==> src/rtl/multicycle_ctrl_fsm.sv <==
// multicycle_ctrl_fsm
//   Multi-cycle RV32I control sequencer. Takes the IR opcode and drives the
//   enables and mux selects of the multi-cycle datapath. Memory accesses take
//   either a fixed number of cycles (MEM_MODE=0) or last until mem_ready
//   (MEM_MODE=1). ecall with halt_cond set parks the machine in S_HALT.
//
//   state | meaning
//   ------+---------------------------------------------------------
//   S_IF    | fetch: read mem at PC, latch IR/OldPC, PC <= PC+4
//   S_ID    | decode: ALUOut <= OldPC + imm (branch/jump target)
//   S_EX    | execute / address calculation
//   S_MEM   | data memory read (load) or write (store)
//   S_WB    | register file write-back (ALUOut or MDR)
//   S_JUMP  | JAL/JALR: rd <= PC, PC <= ALUOut
//   S_ECALL | ecall: halt if halt_cond, else treat as NOP
//   S_HALT  | terminal, all controls low until reset
//
// Ports
//   clk, reset        clock, synchronous active-high reset
//   opcode            IR[6:0]
//   halt_cond         datapath x17==10, used in S_ECALL
//   mem_ready         memory access completes (MEM_MODE=1)
//   PCWriteCond..RegWrite  datapath controls
//   is_halted         high in S_HALT
//   state_o           current state (debug)
//   instret           retired instruction count
module multicycle_ctrl_fsm #(
  parameter int MEM_MODE    = 0,
  parameter int MEM_LATENCY = 1,
  parameter int CNT_W       = 32
) (
  input  logic             clk,
  input  logic             reset,
  input  logic [6:0]       opcode,
  input  logic             halt_cond,
  input  logic             mem_ready,
  output logic             PCWriteCond,
  output logic             PCWrite,
  output logic             IorD,
  output logic             MemRead,
  output logic             MemWrite,
  output logic             IRWrite,
  output logic [1:0]       MemtoReg,
  output logic             PCSource,
  output logic [1:0]       ALUOp,
  output logic [1:0]       ALUSrcA,
  output logic [1:0]       ALUSrcB,
  output logic             RegWrite,
  output logic             is_halted,
  output logic [2:0]       state_o,
  output logic [CNT_W-1:0] instret
);

  typedef enum logic [2:0] {
    S_IF    = 3'd0,
    S_ID    = 3'd1,
    S_EX    = 3'd2,
    S_MEM   = 3'd3,
    S_WB    = 3'd4,
    S_JUMP  = 3'd5,
    S_ECALL = 3'd6,
    S_HALT  = 3'd7
  } state_t;

  localparam logic [6:0] OP_R      = 7'b0110011;
  localparam logic [6:0] OP_I      = 7'b0010011;
  localparam logic [6:0] OP_LOAD   = 7'b0000011;
  localparam logic [6:0] OP_STORE  = 7'b0100011;
  localparam logic [6:0] OP_BRANCH = 7'b1100011;
  localparam logic [6:0] OP_JAL    = 7'b1101111;
  localparam logic [6:0] OP_JALR   = 7'b1100111;
  localparam logic [6:0] OP_LUI    = 7'b0110111;
  localparam logic [6:0] OP_AUIPC  = 7'b0010111;
  localparam logic [6:0] OP_ECALL  = 7'b1110011;

  // Wait counter runs down from MEM_LATENCY-1; access completes at zero.
  localparam int WCNT_W = (MEM_LATENCY > 1) ? $clog2(MEM_LATENCY) : 1;
  localparam logic [WCNT_W-1:0] WCNT_LOAD = WCNT_W'(MEM_LATENCY - 1);

  state_t state, state_nxt;
  logic [WCNT_W-1:0] wcnt;
  logic [CNT_W-1:0]  instret_q;
  logic              mem_done;
  logic              retire;

  logic       pcwc_c, pcw_c, iord_c, mr_c, mw_c, irw_c, pcs_c, rw_c;
  logic [1:0] m2r_c, aluop_c, asa_c, asb_c;

  assign mem_done = (MEM_MODE != 0) ? mem_ready : (wcnt == '0);

  // An instruction retires when control returns to fetch, or when ecall halts.
  assign retire = ((state != S_IF) && (state_nxt == S_IF)) ||
                  ((state == S_ECALL) && (state_nxt == S_HALT));

  always_ff @(posedge clk) begin
    if (reset) begin
      state     <= S_IF;
      wcnt      <= WCNT_LOAD;
      instret_q <= '0;
    end else begin
      state <= state_nxt;
      if (state_nxt != state)
        wcnt <= WCNT_LOAD;
      else if (wcnt != '0)
        wcnt <= wcnt - 1'b1;
      if (retire)
        instret_q <= instret_q + 1'b1;
    end
  end

  always_comb begin
    state_nxt = state;
    pcwc_c    = 1'b0;
    pcw_c     = 1'b0;
    iord_c    = 1'b0;
    mr_c      = 1'b0;
    mw_c      = 1'b0;
    irw_c     = 1'b0;
    pcs_c     = 1'b0;
    rw_c      = 1'b0;
    m2r_c     = 2'b00;
    aluop_c   = 2'b00;
    asa_c     = 2'b00;
    asb_c     = 2'b00;

    case (state)
      S_IF: begin
        mr_c  = 1'b1;
        asb_c = 2'b01;
        if (mem_done) begin
          irw_c     = 1'b1;
          pcw_c     = 1'b1;
          state_nxt = S_ID;
        end
      end
      S_ID: begin
        asa_c = 2'b10;
        asb_c = 2'b10;
        case (opcode)
          OP_ECALL: state_nxt = S_ECALL;
          OP_JAL:   state_nxt = S_JUMP;
          OP_R, OP_I, OP_LOAD, OP_STORE, OP_BRANCH,
          OP_JALR, OP_LUI, OP_AUIPC: state_nxt = S_EX;
          default:  state_nxt = S_IF;
        endcase
      end
      S_EX: begin
        state_nxt = S_WB;
        case (opcode)
          OP_R: begin
            asa_c = 2'b01; asb_c = 2'b00; aluop_c = 2'b10;
          end
          OP_I: begin
            asa_c = 2'b01; asb_c = 2'b10; aluop_c = 2'b10;
          end
          OP_LOAD, OP_STORE: begin
            asa_c = 2'b01; asb_c = 2'b10;
            state_nxt = S_MEM;
          end
          OP_JALR: begin
            asa_c = 2'b01; asb_c = 2'b10;
            state_nxt = S_JUMP;
          end
          OP_LUI: begin
            asa_c = 2'b11; asb_c = 2'b10;
          end
          OP_AUIPC: begin
            asa_c = 2'b10; asb_c = 2'b10;
          end
          OP_BRANCH: begin
            asa_c = 2'b01; asb_c = 2'b00; aluop_c = 2'b01;
            pcwc_c = 1'b1; pcs_c = 1'b1;
            state_nxt = S_IF;
          end
          default: state_nxt = S_IF;
        endcase
      end
      S_MEM: begin
        iord_c = 1'b1;
        if (opcode == OP_LOAD) mr_c = 1'b1;
        else                   mw_c = 1'b1;
        if (mem_done)
          state_nxt = (opcode == OP_LOAD) ? S_WB : S_IF;
      end
      S_WB: begin
        rw_c      = 1'b1;
        m2r_c     = (opcode == OP_LOAD) ? 2'b01 : 2'b00;
        state_nxt = S_IF;
      end
      S_JUMP: begin
        rw_c      = 1'b1;
        m2r_c     = 2'b10;
        pcw_c     = 1'b1;
        pcs_c     = 1'b1;
        state_nxt = S_IF;
      end
      S_ECALL: state_nxt = halt_cond ? S_HALT : S_IF;
      S_HALT:  state_nxt = S_HALT;
      default: state_nxt = S_IF;
    endcase
  end

  // Reset masks every control so an interrupted access writes nothing.
  assign PCWriteCond = pcwc_c & ~reset;
  assign PCWrite     = pcw_c  & ~reset;
  assign IorD        = iord_c & ~reset;
  assign MemRead     = mr_c   & ~reset;
  assign MemWrite    = mw_c   & ~reset;
  assign IRWrite     = irw_c  & ~reset;
  assign PCSource    = pcs_c  & ~reset;
  assign RegWrite    = rw_c   & ~reset;
  assign MemtoReg    = reset ? 2'b00 : m2r_c;
  assign ALUOp       = reset ? 2'b00 : aluop_c;
  assign ALUSrcA     = reset ? 2'b00 : asa_c;
  assign ALUSrcB     = reset ? 2'b00 : asb_c;
  assign is_halted   = ~reset & (state == S_HALT);
  assign state_o     = state;
  assign instret     = reset ? '0 : instret_q;

endmodule

==> config.mk <==
export PLATFORM = sky130hd
export DESIGN_NAME = multicycle_ctrl_fsm
export DESIGN_NICKNAME = d
export VERILOG_FILES = /design/src/rtl/multicycle_ctrl_fsm.sv
export SDC_FILE = /design/constraint.sdc
export NUM_CORES = 1
export LEC_CHECK = 0
export ABC_AREA = 1
export CORE_MARGIN = 4
export CORE_UTILIZATION = 35
export CTS_CLUSTER_SIZE = 14
export DETAILED_ROUTE_END_ITERATION = 16
export GPL_TIMING_DRIVEN = 1
export PLACE_DENSITY = 0.66
export SETUP_SLACK_MARGIN = 0.4
export SYNTH_ARGS = -nofsm -noshare
export SYNTH_HDL_FRONTEND = slang
export SYNTH_SLANG_ARGS = --single-unit
==> constraint.sdc <==
create_clock -name clk -period 2.2 [get_ports clk]
set_input_delay 0.55 -clock clk [delete_from_list [all_inputs] [get_ports clk]]
set_output_delay 0.55 -clock clk [all_outputs]
set_load 0.01 [all_outputs]
=== After elaboration in Yosys (flattened, before gate mapping) ===
Cells that the tools add are included.

* Register bits: 36
* Input port bits: 11
* Output and inout bits: 52
* Logic and storage cells: 81

* $add $sub $neg: 2
* Equality and inequality tests: 19
* Muxes and demuxes: 32
* Bitwise operators: 11
* Reductions and logical operators: 14

{| class="wikitable"
|+ Operators with widths
! kind !! number
|-
| 32-bit by 1-bit adder with 32-bit output (second input constant) || 1
|-
| 32-bit two-way mux || 1
|-
| 7-bit == test (second input constant) || 4
|-
| 7-bit by 6-bit == test with 1-bit output (second input constant) || 3
|-
| 3-bit case mux with 7 select lines || 1
|-
| 3-bit case mux with 3 select lines || 2
|-
| 3-bit == test (second input constant) || 5
|-
| 7-bit by 5-bit == test with 1-bit output (second input constant) || 2
|-
| 2-bit two-way mux || 6
|-
| 3-bit two-way mux || 4
|-
| 2-bit case mux with 2 select lines || 3
|-
| 2-bit case mux with 3 select lines || 2
|-
| 6-bit OR reduction || 2
|-
| 1-bit two-way mux || 10
|-
| 1-bit bitwise AND || 9
|-
| 8-bit OR reduction || 1
|-
| 7-bit by 2-bit == test with 1-bit output (second input constant) || 1
|-
| 3-bit by 2-bit == test with 1-bit output (second input constant) || 2
|-
| 3-bit logical NOT || 2
|-
| 1-bit case mux with 2 select lines || 3
|-
| 2-bit OR reduction || 3
|-
| 4-bit OR reduction || 1
|-
| 3-bit by 1-bit == test with 1-bit output (second input constant) || 1
|-
| 3-bit != test || 1
|-
| other kinds (6) || 8
|}

=== Depth between registers and ports, before layout ===
Gate-level depths: netlist (run 1).

* Depth after elaboration: 7
* Mapped depth: 14
* Mapped depth without buffers: 13

=== Least setup slack after synthesis (run 1) ===
No wires, ideal clock.

* Path kind: in2out
* Start point: input port opcode[1]
* End point: output port ALUSrcB[1]
* Arrival time: 1333 ps
* Data required time: 1650 ps
* Path slack: 317 ps
* Stages on the path: 8
* Buffers on the path: 0
* Path through: nand2_1 -> inv_1 -> nand2_1 -> nor2_2 -> inv_2 -> nand3_1 -> nor3_1 -> o22ai_1

* Cells in the longest elaborated chain, start to end: 5
* Elaborated cells on any way between the ends: 10
* Classes of those cells: eq/ne (6); mux (3); reduce/logical (1)

{| class="wikitable"
|+ RTL lines
! item !! RTL line !! source
|-
| start, declared || 34 || <nowiki>input logic [6:0] opcode,</nowiki>
|-
| 7-bit by 2-bit == test with 1-bit output (tied with other cells) || 149 || <nowiki>case (opcode)</nowiki>
|-
| 6-bit OR reduction (no line) * || n/a ||
|-
| 2-bit two-way mux * || 149 ||
|-
| 2-bit case mux with 3 select lines * || 126 || <nowiki>case (state)</nowiki>
|-
| 2-bit two-way mux * || 215 || <nowiki>assign ALUSrcB = reset ? 2'b00 : asb_c;</nowiki>
|-
| end, declared || 47 || <nowiki>output logic [1:0] ALUSrcB,</nowiki>
|}

Mark *: on every way between the ends. The rest lies on a longest branch, timed or not.

=== Worst setup path in the final report (run 1) ===
* Start point: input port opcode[2]
* End point: output port ALUSrcB[1]

Same word-level chain as after synthesis.

==> results of run 1 <==
worst paths after layout:
kind                        end           from  slack (ns)
setup / recovery     ALUSrcB[1]      opcode[2]        0.16
hold / removal    instret_q[31]  instret_q[31]        0.50
setup reg to reg   instret_q[1]     state_o[0]        0.23
hold reg to reg   instret_q[31]  instret_q[31]        0.50
cell usage in the layout (no fill, tap or decap), drive strengths merged, types with 9 or more instances in the layout:
cell type  count
inv           57
a21oi         37
nand4          9
nand2        110
buf           90
xor2          29
nand3         47
dfxtp         36
clkbuf        37
nor2          91
nor3          15
timing repair:
item	in CTS	in global routing
pin swaps	20	34
endpoints found under the setup margin	86	78
cloned	6	2
gates resized for setup	186	152
setup buffers	17	9
kinds of logic after synthesis:
group           synth area share [%]
other cells                    0.136
buf+inv                         11.9
simple gates                    43.6
compound gates                  8.51
xor+xnor                        9.24
flops                           26.2
fa+ha+maj                      0.455
metrics by stage:
step	setup WS, ns	total power, uW	util (%)	hold WS [ns]
finish	0.163	1700	58.3	0.501
detailed placement	-0.718	894	48.2	0.490
global placement	-0.690	891	48.2	0.471
global route	0.0976	1750	58.3	0.541
floorplan	0.412	796	-	0.461
CTS	0.167	1630	54.0	0.500
routing by layer:
metal / global-route usage, % / routed length (um)
met2: 35.8 / 5530
met5: 0 / 0
met1: 25.7 / 4450
met3: 3.82 / 617
met4: 8.10 / 363
cells in the mapped netlist:
master,number
a21oi_1,36
a21oi_2,1
a31oi_1,2
buf_2,3
buf_4,3
buf_6,3
clkbuf_1,11
conb_1,1
dfxtp_1,36
ha_1,1
inv_1,53
inv_2,4
nand2_1,107
nand2_2,1
nand2_4,2
nand3_1,47
nand4_1,9
nor2_1,87
nor2_2,4
nor3_1,14
nor3_2,1
nor3b_1,1
nor4_1,6
o211ai_1,1
o21ai_0,1
o21bai_1,1
o22ai_1,2
xor2_1,29
sequential cells by signal, summed over array words and instances, names as in the netlist:
name and flops:
instret_q 32, state_o 3, wcnt 1
critical path, stage by stage:
cell and delay [ns]:
buf_8 0.11, nor2_4 0.15, nand2_8 0.08, nor2_4 0.15
inv_2 0.07, nand3_2 0.09, nor3_2 0.05, o22ai_2 0.09
buf_2 0.15
final cells by class:
class                   instances  share of cell area, %
clock buffers                   7                   2.15
clock inverters                 1                  0.670
inverters                      57                   4.94
multi-input cells             354                   47.1
flip-flops and latches         36                   16.4
well taps                     102                   2.85
repair buffers                127                   25.9
power breakdown:
| group | switching, uW | total [uW] | internal (uW) |
|---|---|---|---|
| Combinational | 194 | 381 | 187 |
| Clock | 253 | 654 | 400 |
| Sequential | 9.94 | 666 | 656 |
==> impl_metrics.env, run 1 <==
export IMPL_fp_dieW_um=96.6
export IMPL_fin_crit_ns=2.04
export IMPL_yosysTopAreaCellShare_pct=26.2
export IMPL_maxCapViolCount=0
export IMPL_io_pins=63
export IMPL_final_seq_area_um2=734
export IMPL_worst_pin_slew_ns=0.547
export IMPL_seq_area_frac_synth_pct=26.2
export IMPL_stdcell_count=684
export IMPL_drive_gt1_share_pct=39.5
export IMPL_grt_pass1_vias=3389
export IMPL_place_congestion=0.918
export IMPL_track_usage_pct=20.9
export IMPL_tritoncts="built"
export IMPL_synth_area_leader_cell="dfxtp_1"
export IMPL_outcome="finished clean"
export IMPL_reg2reg_depth=14
export IMPL_numCtsBuffers=5
export IMPL_whs_path_depth=2
export IMPL_worstSetupEndpointType="primary output"
export IMPL_viasPerCell=5.18
export IMPL_drtAntennaViolNets=0
export IMPL_firstDrtPassIters=4
export IMPL_root_buffer="clkbuf_8"
export IMPL_grt_start_max_net_pins=18
export IMPL_dpl_hpwl_mm=6.46
export IMPL_ir_drop_mv=0.377
export IMPL_maxSlewHeadroom_pct=63.3
export IMPL_wire_per_inst_um=16.0
export IMPL_p_leak_uw=0.00189
export IMPL_nets=593
export IMPL_drt_initial_drc_count=210
export IMPL_synth_seq_cells=36
export IMPL_initial_core_util_pct=35.8
export IMPL_slew_viol_final=0
export IMPL_multi_input_comb_area_um2=2110
export IMPL_final_hold_violation_count=0
export IMPL_fin_area_um2=4480
export IMPL_dieArea_um2=9340
export IMPL_placed_cells=642
export IMPL_finalSetupViolCount=0
export IMPL_vias=3546
export IMPL_syn_avg_cell_area_um2=5.89
export IMPL_rsz0062_at_grt="true"
export IMPL_fillers=733
export IMPL_min_period_over_period_pct=92.6
export IMPL_antenna_found_initial=0
export IMPL_syn_nets=479
export IMPL_routed_wl_mm=11.0
export IMPL_grt_first_pass_wirelength_mm=16.4
export IMPL_place_area_um2=3700
export IMPL_startpoint_type="input pin"
export IMPL_clk_pin_slew_worst_paths_ns=0.07
export IMPL_die_h_um=96.6
export IMPL_fmax_ghz=0.491
export IMPL_synthToLayoutAreaGrowth_pct=63.0
export IMPL_n_antenna_cell=0
export IMPL_ctsHtreeMaxLevel=2
export IMPL_power_density_nw_per_um2=379
export IMPL_route_detailed_drc=0
export IMPL_finalClockSkew_ns=0.0141
export IMPL_synth_cell_type_count=28
export IMPL_cp_required_ns=1.65
export IMPL_clock_sinks=36
export IMPL_path_class="input pin to primary output"
export IMPL_synth_area_leaders="dfxtp_1 (26%), nand2_1 (15%), nor2_1 (12%), xor2_1 (9.2%), nand3_1 (8.6%)"
export IMPL_postCtsHoldBufs=0
export IMPL_arrival_ns=1.49
export IMPL_min_path_type="flop to flop"
export IMPL_rows=32
export IMPL_synthCells=467
export IMPL_insertion_delay_ns=0.30
export IMPL_syn_area_um2=2750
export IMPL_gr_total_overflow=0
export IMPL_setup_tns_ns=0
export IMPL_clockBufferDepth=2
export IMPL_ys_warnings_count=0
export IMPL_io_buffer_count=61
export IMPL_path_max_fanout=5
export IMPL_core_area_um2=7690
Power figures use the tool's default switching activity.
==> inputs of run 2 (changes only) <==
- CORE_UTILIZATION: 35 -> 45
- PLACE_DENSITY: 0.66 -> 0.8
- SKIP_CTS_REPAIR_TIMING: not set -> 1
==> run 2 against run 1 <==
  * Global-route usage grew 1.6 points
  * Total power fell by 2.4%
  * Design area up 5.2%
  * Flip-flop and latch count unchanged
  * Wire length increased by 7.3%
  * Critical endpoint unchanged
  * Largest cell class unchanged
  * Largest power group unchanged
  * Highest routed layer unchanged
==> impl_metrics.env, run 2 (synthesis results as in run 1) <==
export IMPL_reg2reg_depth=14
export IMPL_hold_path_end="instret_q[31]"
export IMPL_track_usage_pct=22.4
export IMPL_fp_dieW_um=86.2
export IMPL_path_class="input pin to primary output"
export IMPL_worstSetupEndpointType="primary output"
export IMPL_rsz0062_at_grt="true"
export IMPL_finalSetupViolCount=0
export IMPL_clk_pin_slew_worst_paths_ns=0.07
export IMPL_clockBufferDepth=2
export IMPL_n_antenna_cell=0
export IMPL_fin_area_um2=4710
export IMPL_place_congestion=0.909
export IMPL_viasPerCell=5.82
export IMPL_route_detailed_drc=0
export IMPL_initial_core_util_pct=46.4
export IMPL_grt_first_pass_wirelength_mm=13.8
export IMPL_seqPwrFrac_pct=40.1
export IMPL_nets=582
export IMPL_grt_start_max_net_pins=57
export IMPL_core_area_um2=5920
export IMPL_final_util_pct=79.6
export IMPL_drt_initial_drc_count=499
export IMPL_ctsHtreeMaxLevel=2
export IMPL_grt_pass1_vias=3002
export IMPL_final_common_cell="nand2_1"
export IMPL_clkPwrFrac_pct=36.6
export IMPL_final_cell_mix="nand2_1 (78), nor2_1 (72), inv_1 (46), dlymetal6s2s_1 (38)"
export IMPL_place_area_um2=3630
export IMPL_hold_start="instret_q[31]"
export IMPL_gr_total_overflow=0
export IMPL_cp_required_ns=1.65
export IMPL_final_hold_violation_count=0
export IMPL_slowest_delay_ns=0.25
export IMPL_largest_register_ffs=32
export IMPL_finalClockSkew_ns=0.0107
export IMPL_routed_wl_mm=11.8
export IMPL_fmax_ghz=0.458
export IMPL_numCtsBuffers=5
export IMPL_regToRegEndpoint="instret_q[6]"
export IMPL_outcome="finished clean"
export IMPL_dieArea_um2=7430
export IMPL_maxCapViolCount=0
export IMPL_switching_power_uw=489
export IMPL_largest_register="instret_q"
export IMPL_r2r_start="state_o[2]"
export IMPL_slew_viol_final=0
export IMPL_p_int_uw=1170
export IMPL_clock_sinks=36
export IMPL_path_max_fanout=4
export IMPL_io_pins=63
export IMPL_worst_pin_slew_ns=0.515
export IMPL_combinationalPowerShare_pct=23.3
export IMPL_io_buffer_count=61
export IMPL_wire_per_inst_um=18.2
export IMPL_power_density_nw_per_um2=352
export IMPL_antenna_found_initial=0
export IMPL_rrSetupSlack_ns=0.22
export IMPL_maxSlewHeadroom_pct=65.7
export IMPL_min_path_type="flop to flop"
export IMPL_firstDrtPassIters=6
export IMPL_tritoncts="built"
export IMPL_arrival_ns=1.63
export IMPL_ir_drop_mv=0.309
export IMPL_drtAntennaViolNets=0
export IMPL_startpoint_type="input pin"
export IMPL_synthToLayoutAreaGrowth_pct=71.4
export IMPL_slowest_stage="nor4_2"
export IMPL_hold_ws_ns=0.481
export IMPL_dpl_hpwl_mm=6.27
export IMPL_drive_gt1_share_pct=37.5
export IMPL_whs_path_depth=2
export IMPL_sw_frac_of_total_pct=29.5
export IMPL_insertion_delay_ns=0.30
export IMPL_p_leak_uw=0.00247
export IMPL_min_period_over_period_pct=99.1
export IMPL_crit_path_cell_trace="buf_8, nor2_4, nand2_8, buf_4, nor4_2, nor3_2, o22ai_2, buf_2"
export IMPL_die_h_um=86.2
export IMPL_rows=28
export IMPL_root_buffer="clkbuf_8"
export IMPL_fin_crit_ns=2.18
export IMPL_vias=3760
==> run 2: changes by cell type in the layout (fill, tap and decap cells not counted), moves of 10 or more <==
cell | before | now
dlymetal6s2s_1 | 0 | 38
clkbuf_2 | 28 | 6
nand3_1 | 32 | 19
nand3_2 | 13 | 26
buf_4 | 40 | 29
nand2_1 | 88 | 78
nand2_2 | 10 | 20
==> run 2: layer usage <==
metal | global-route usage (%) | up-vias | share of wire (%)
met2 | 37.4 | 235 | 49
met4 | 5.24 | 0 | 4.6
li1 | - | 1691 | -
met3 | 3.52 | 60 | 8.3
met5 | 0 | - | 0
met1 | 30.5 | 1774 | 38
==> run 2: area by class of cell <==
class	count	area (um^2)
clock buffers	5	68.8
well taps	75	93.8
flip-flops and latches	36	737
repair buffers	116	1290
multi-input cells	354	2250
inverters	57	224
clock inverters	3	42.5
fillers	364	1210
==> run 2: worst max-delay path, delay by kind of cell <==
kind / cells / cell delay [ns]
buf+inv: 3 / 0.40
compound gates: 1 / 0.10
simple gates: 4 / 0.58
==> run 2: worst max path at each step <==
stage	to	from	depth (start not counted)	slack (ns)
2_1_floorplan	MemWrite	reset	4	0.41
3_3_place_gp	ALUSrcA[1]	opcode[2]	6	-0.65
3_5_place_dp	ALUSrcB[1]	opcode[3]	9	-0.77
4_1_cts	ALUSrcB[1]	opcode[3]	9	-0.78
5_1_grt	ALUSrcB[1]	opcode[2]	8	-0.04
6_report	ALUSrcB[1]	opcode[2]	8	0.02
==> run 2: stage by stage <==
step	instances	total power, uW	TNS (ns)	setup slack, ns
6_report	646	1660	0	0.0189
5_1_grt	646	1700	-0.0418	-0.0418
4_1_cts	619	1480	-7.87	-0.782
3_5_place_dp	611	891	-17.42	-0.770
3_3_place_gp	611	887	-16.17	-0.654
2_1_floorplan	467	796	0	0.412
==> run 2: power by group through the flow <==
stage	logic, uW	clock network (uW)	registers (uW)
final	387	608	665
after global routing	400	633	666
after CTS	214	600	663
after detailed placement	213	0	678
after global placement	209	0	678
after floorplan	118	0	679
==> inputs of run 3 (changes only) <==
- CORE_MARGIN: 4 -> 2
==> run 3 against run 2 <==
  * Flip-flop and latch count stayed put
  * Sequential share of layout area is 1.0 points higher
  * Highest routed layer unchanged
  * Critical path depth is 4 lower
  * Critical path type unchanged
  * Largest cell class unchanged
  * Wire length is 12% lower
  * Count of clock-buffer cells in the layout is 2 higher
  * First-iteration DRC count is 46% lower
  * Global-route usage is 0.73 points higher
  * Clock skew is 0.0057 ns lower
  * Worst setup slack better by 0.025 ns
  * Die area is 9.1% lower
  * Cell count is 2.3% lower
  * Critical endpoint is now instret[3]
  * Largest power group unchanged
  * Register-to-register slack better by 0.04 ns
==> impl_metrics.env, run 3 (synthesis results as in run 1) <==
export IMPL_switching_power_uw=449
export IMPL_dp_slack_ns=-0.736
export IMPL_io_pins=63
export IMPL_insertion_delay_ns=0.29
export IMPL_nets=567
export IMPL_final_seq_area_um2=738
export IMPL_arrival_ns=1.61
export IMPL_path_class="input pin to primary output"
export IMPL_tritoncts="built"
export IMPL_fmax_ghz=0.464
export IMPL_gr_total_overflow=0
export IMPL_clockBufferDepth=2
export IMPL_largest_register_ffs=32
export IMPL_worstSetupEndpointType="primary output"
export IMPL_slew_viol_final=0
export IMPL_n_antenna_cell=0
export IMPL_core_area_um2=5920
export IMPL_setup_tns_ns=0
export IMPL_die_h_um=82.2
export IMPL_initial_core_util_pct=46.4
export IMPL_vias=3614
export IMPL_p_int_uw=1020
export IMPL_rsz0062_at_grt="true"
export IMPL_clkPwrFrac_pct=32.0
export IMPL_grt_pass1_vias=2785
export IMPL_dieArea_um2=6750
export IMPL_grt_first_pass_wirelength_mm=12.4
export IMPL_firstDrtPassIters=6
export IMPL_power_density_nw_per_um2=332
export IMPL_cp_required_ns=1.65
export IMPL_startpoint="reset"
export IMPL_numCtsBuffers=5
export IMPL_track_usage_pct=23.1
export IMPL_hold_start="instret_q[30]"
export IMPL_viasPerCell=5.73
export IMPL_wire_per_inst_um=16.5
export IMPL_largest_register="instret_q"
export IMPL_final_hold_violation_count=0
export IMPL_cp_buffers_inverters=3
export IMPL_drtAntennaViolNets=0
export IMPL_clk_pin_slew_worst_paths_ns=0.07
export IMPL_io_buffer_count=61
export IMPL_drt_initial_drc_count=270
export IMPL_routed_wl_mm=10.4
export IMPL_min_path_type="flop to flop"
export IMPL_maxCapViolCount=0
export IMPL_fin_crit_ns=2.16
export IMPL_crit_family="buffers and inverters"
export IMPL_route_detailed_drc=0
export IMPL_placed_cells=609
export IMPL_stdcell_count=631
export IMPL_grt_start_max_net_pins=33
export IMPL_setup_ws_ns=0.0439
export IMPL_final_common_cell="nor2_1"
export IMPL_place_congestion=0.986
export IMPL_ir_drop_mv=0.219
export IMPL_finalSetupViolCount=0
export IMPL_p_leak_uw=0.00227
export IMPL_rows=28
export IMPL_final_cell_mix="nor2_1 (70), nand2_1 (68), inv_1 (48), nand3_1 (40), xor2_1 (29)"
export IMPL_clock_sinks=36
export IMPL_finalClockSkew_ns=0.00506
export IMPL_min_period_over_period_pct=98.0
export IMPL_synthToLayoutAreaGrowth_pct=61.1
export IMPL_fp_dieW_um=82.2
export IMPL_fillers=409
export IMPL_drive_gt1_share_pct=33.1
export IMPL_finalPower_uw=1470
export IMPL_outcome="finished clean"
export IMPL_seqPwrFrac_pct=45.2
export IMPL_sw_frac_of_total_pct=30.5
export IMPL_slowest_delay_ns=0.55
export IMPL_root_buffer="clkbuf_8"
export IMPL_slowest_stage="clkdlybuf4s50_1"
export IMPL_dpl_hpwl_mm=5.95
export IMPL_path_max_fanout=27
export IMPL_r2r_start="state_o[0]"
export IMPL_multi_input_comb_area_um2=2230
export IMPL_startpoint_type="input pin"
export IMPL_crit_path_cell_trace="buf_2, buf_4, nor2_1, clkdlybuf4s50_1"
export IMPL_ctsHtreeMaxLevel=2
export IMPL_combinationalPowerShare_pct=22.8
export IMPL_antenna_found_initial=0
-- run 3: area by class of cell --
class | instances | area share (%)
Timing Repair Buffer | 101 | 24.0
Clock inverter | 1 | 0.198
Sequential cell | 36 | 16.7
Inverter | 57 | 5.00
Tap cell | 75 | 2.12
Multi-Input combinational cell | 354 | 50.3
Clock buffer | 7 | 1.72
-- run 3: worst reg2reg max path, stage by stage (launching register included) --
cell and delay (ns):
dfxtp_4 0.39, nor3_4 0.23, buf_6 0.15, nand2_2 0.07, buf_4 0.14, nand2_1 0.06
inv_1 0.06, nand3_2 0.10, nor2_4 0.06, nand2_4 0.15, nand2_8 0.10, clkbuf_16 0.20
nand2_2 0.06, a21oi_1 0.06
-- run 3: metrics by stage --
stage / utilization (%) / hold slack [ns] / cell area (um^2)
floorplan: - / 0.461 / 2790
global placement: 61.0 / 0.472 / 3610
detailed placement: 61.0 / 0.492 / 3610
finish: 74.8 / 0.514 / 4430
global route: 74.8 / 0.541 / 4430
CTS: 62.4 / 0.502 / 3700
-- run 3: routing by layer --
layer	vias to the layer above	global-route usage, %	routed length (um)	part of all wire, %
met2	217	40.7	5170	50
met4	0	7.83	379	3.6
met1	1681	28.8	3980	38
li1	1666	-	-	-
met5	-	0	0	0
met3	50	3.48	860	8.3
-- run 3: worst paths after layout --
check	slack [ns]	cells after the start	endpoint
worst max-delay path	0.04	4	instret[3]
worst min-delay path	0.51	2	instret_q[30]
worst max register to register	0.26	13	instret_q[18]
worst min register to register	0.51	2	instret_q[30]
-- run 3: power by group through the flow --
stage	Clock, uW	Sequential (uW)	Combinational, uW
final	472	665	336
after global routing	495	666	348
after floorplan	0	679	118
after global placement	0	679	202
after CTS	472	664	207
after detailed placement	0	679	206
==> patch (config.mk and constraints of run 3) <==
Change the parameter `CNT_W` from 32 to 28.
--- a/src/rtl/multicycle_ctrl_fsm.sv
+++ b/src/rtl/multicycle_ctrl_fsm.sv
@@ -29,3 +29,3 @@
   parameter int MEM_LATENCY = 1,
-  parameter int CNT_W       = 32
+  parameter int CNT_W       = 28
 ) (
Ports: changed (resized instret); port bits go from 63 to 59. The function was not compared with the original's and may differ.
==> patch against run 3 <==
- fmax up 5.0%
- synthesized cell count down 8.8%
- area after synthesis up 1.9%
- via count down 12%
- sequential cell count down 4
- setup slack better by 100 ps
- die area up 1.8%
- first-iteration DRC count down 16%
- combinational power down 11%
- global-route usage down 1.7 points
- design area down 10%
- wire length down 16%
- power about the same
- count of clock-buffer cells in the layout down 2
- critical endpoint is now ALUSrcA[0]
- largest cell class unchanged
- largest power group unchanged
- highest routed layer unchanged
==> patch: results (changes against run 3) <==
Area contributors post-synth=dfxtp_1, nand2_1, nor2_1 (unchanged); Seq/Total Area, Yosys=22.87% (was 26.21%); fillcell total=513 (was 409); Worst VDD drop=0.2635 mV (was 0.2186 mV); Compound-Gate Fraction of Synth Area=10.23% (was 8.508%); dpl cells=574 (was 609); fraction of layout cells with a size suffix above 1=42.17% (was 33.09%); status=complete, no violations (unchanged); GRT Util Overall=21.47% (was 23.14%); final std cells w/o fill=592 (was 631); DP HPWL=5.705 mm (was 5.951 mm); Placer Congestion=1.006 (was 0.9861); vias in the first global route=2699 (was 2785); drt total wl=8.763 mm (was 10.39 mm); PortBufs=57 (was 61); max reg flops=28 (was 32); via count=3165 (was 3614); Synth Area in Adders=0.4466% (was 0.4550%); average cell area after synthesis=6.576 um2 (was 5.889 um2); LEAKAGE=0.001795 uW (was 0.002273 uW); clock skew=8.401 ps (was 5.062 ps); global-route wire length before repair=12.48 mm (was 12.41 mm); largest net degree at the start of global routing=57 (was 33); CP Max Fanout=4 (was 27); fin nets=528 (was 567); xor-xnor portion of the synthesized cell area=7.503% (was 9.236%); Synthesized Nets=438 (was 479)
[patch: cell types whose count changed in the layout (fill, tap and decap cells not counted), moves of 11 or more]
cell	run 3	this run
nand3_1	40	23
nor2_2	10	24
nand2_4	22	4
dlymetal6s2s_1	27	16
nand3_2	6	29
buf_2	10	34
nor2_1	70	41
nand2_1	68	85
clkdlybuf4s50_1	15	0
[patch: cells by family after synthesis]
family                   after synthesis
other                                  1
XOR/XNOR                              24
adder cells (fa/ha/maj)                1
AO/OA/AOI/OAI                         40
AND/OR/NAND/NOR                      254
flip-flops                            32
buffers and inverters                 74
[patch: worst paths after layout]
check	startpoint	endpoint	cells past startpoint	slack [ps]
setup / recovery	opcode[1]	ALUSrcA[0]	8	150
hold / removal	instret_q[27]$_SDFFE_PP0P_	instret_q[27]$_SDFFE_PP0P_	2	480
hold reg to reg	instret_q[27]$_SDFFE_PP0P_	instret_q[27]$_SDFFE_PP0P_	2	480
setup reg to reg	state_o[0]$_SDFF_PP0_	instret_q[5]$_SDFFE_PP0P_	13	330
[patch: final cells by class]
type	instances	area, um2	area share [%]
multi-input combinational	320	1992	50.16
timing repair buffer	102	915.9	23.06
sequential	32	649.4	16.35
inverter	55	209.0	5.261
tap	75	93.84	2.363
clock buffer	5	68.82	1.733
clock inverter	3	42.54	1.071
[patch: worst max-delay path: stages]
cell	delay (ps)
dlymetal6s2s_1	130
nand2_2	130
nor2_4	70
nand2_2	110
nand2_2	70
o21ai_0	220
o21ai_2	90
buf_2	140
[patch: per-layer routing]
layer | GRT usage [%] | wire length [um] | up-vias
met1 | 28.97 | 3738 | 1480
met2 | 35.56 | 4250 | 137
met3 | 3.579 | 573 | 24
met4 | 5.514 | 199 | 0
met5 | 0 | 0 | -
li1 | - | - | 1524
[patch: where the power goes]
group          total (uW)  internal (uW)  switching (uW)  leakage, uW
sequential            592            584            8.33     0.000260
combinational         298            125             173      0.00148
clock                 583            335             248    0.0000541
total                1470           1040             429      0.00180
[patch: through the flow]
stage | area, um2 | setup TNS [ps] | utilization (%) | hold slack [ps] | worst slack, ps
floorplan | 2825 | 0 | - | 447.2 | 317.1
global placement | 3625 | -12590 | 60.86 | 454.6 | -577.8
detailed placement | 3625 | -15890 | 60.86 | 467.2 | -673.9
CTS | 3736 | -8265 | 62.73 | 476.6 | -674.0
global route | 3971 | 0 | 66.68 | 506.0 | 106.0
finish | 3971 | 0 | 66.68 | 478.6 | 147.3
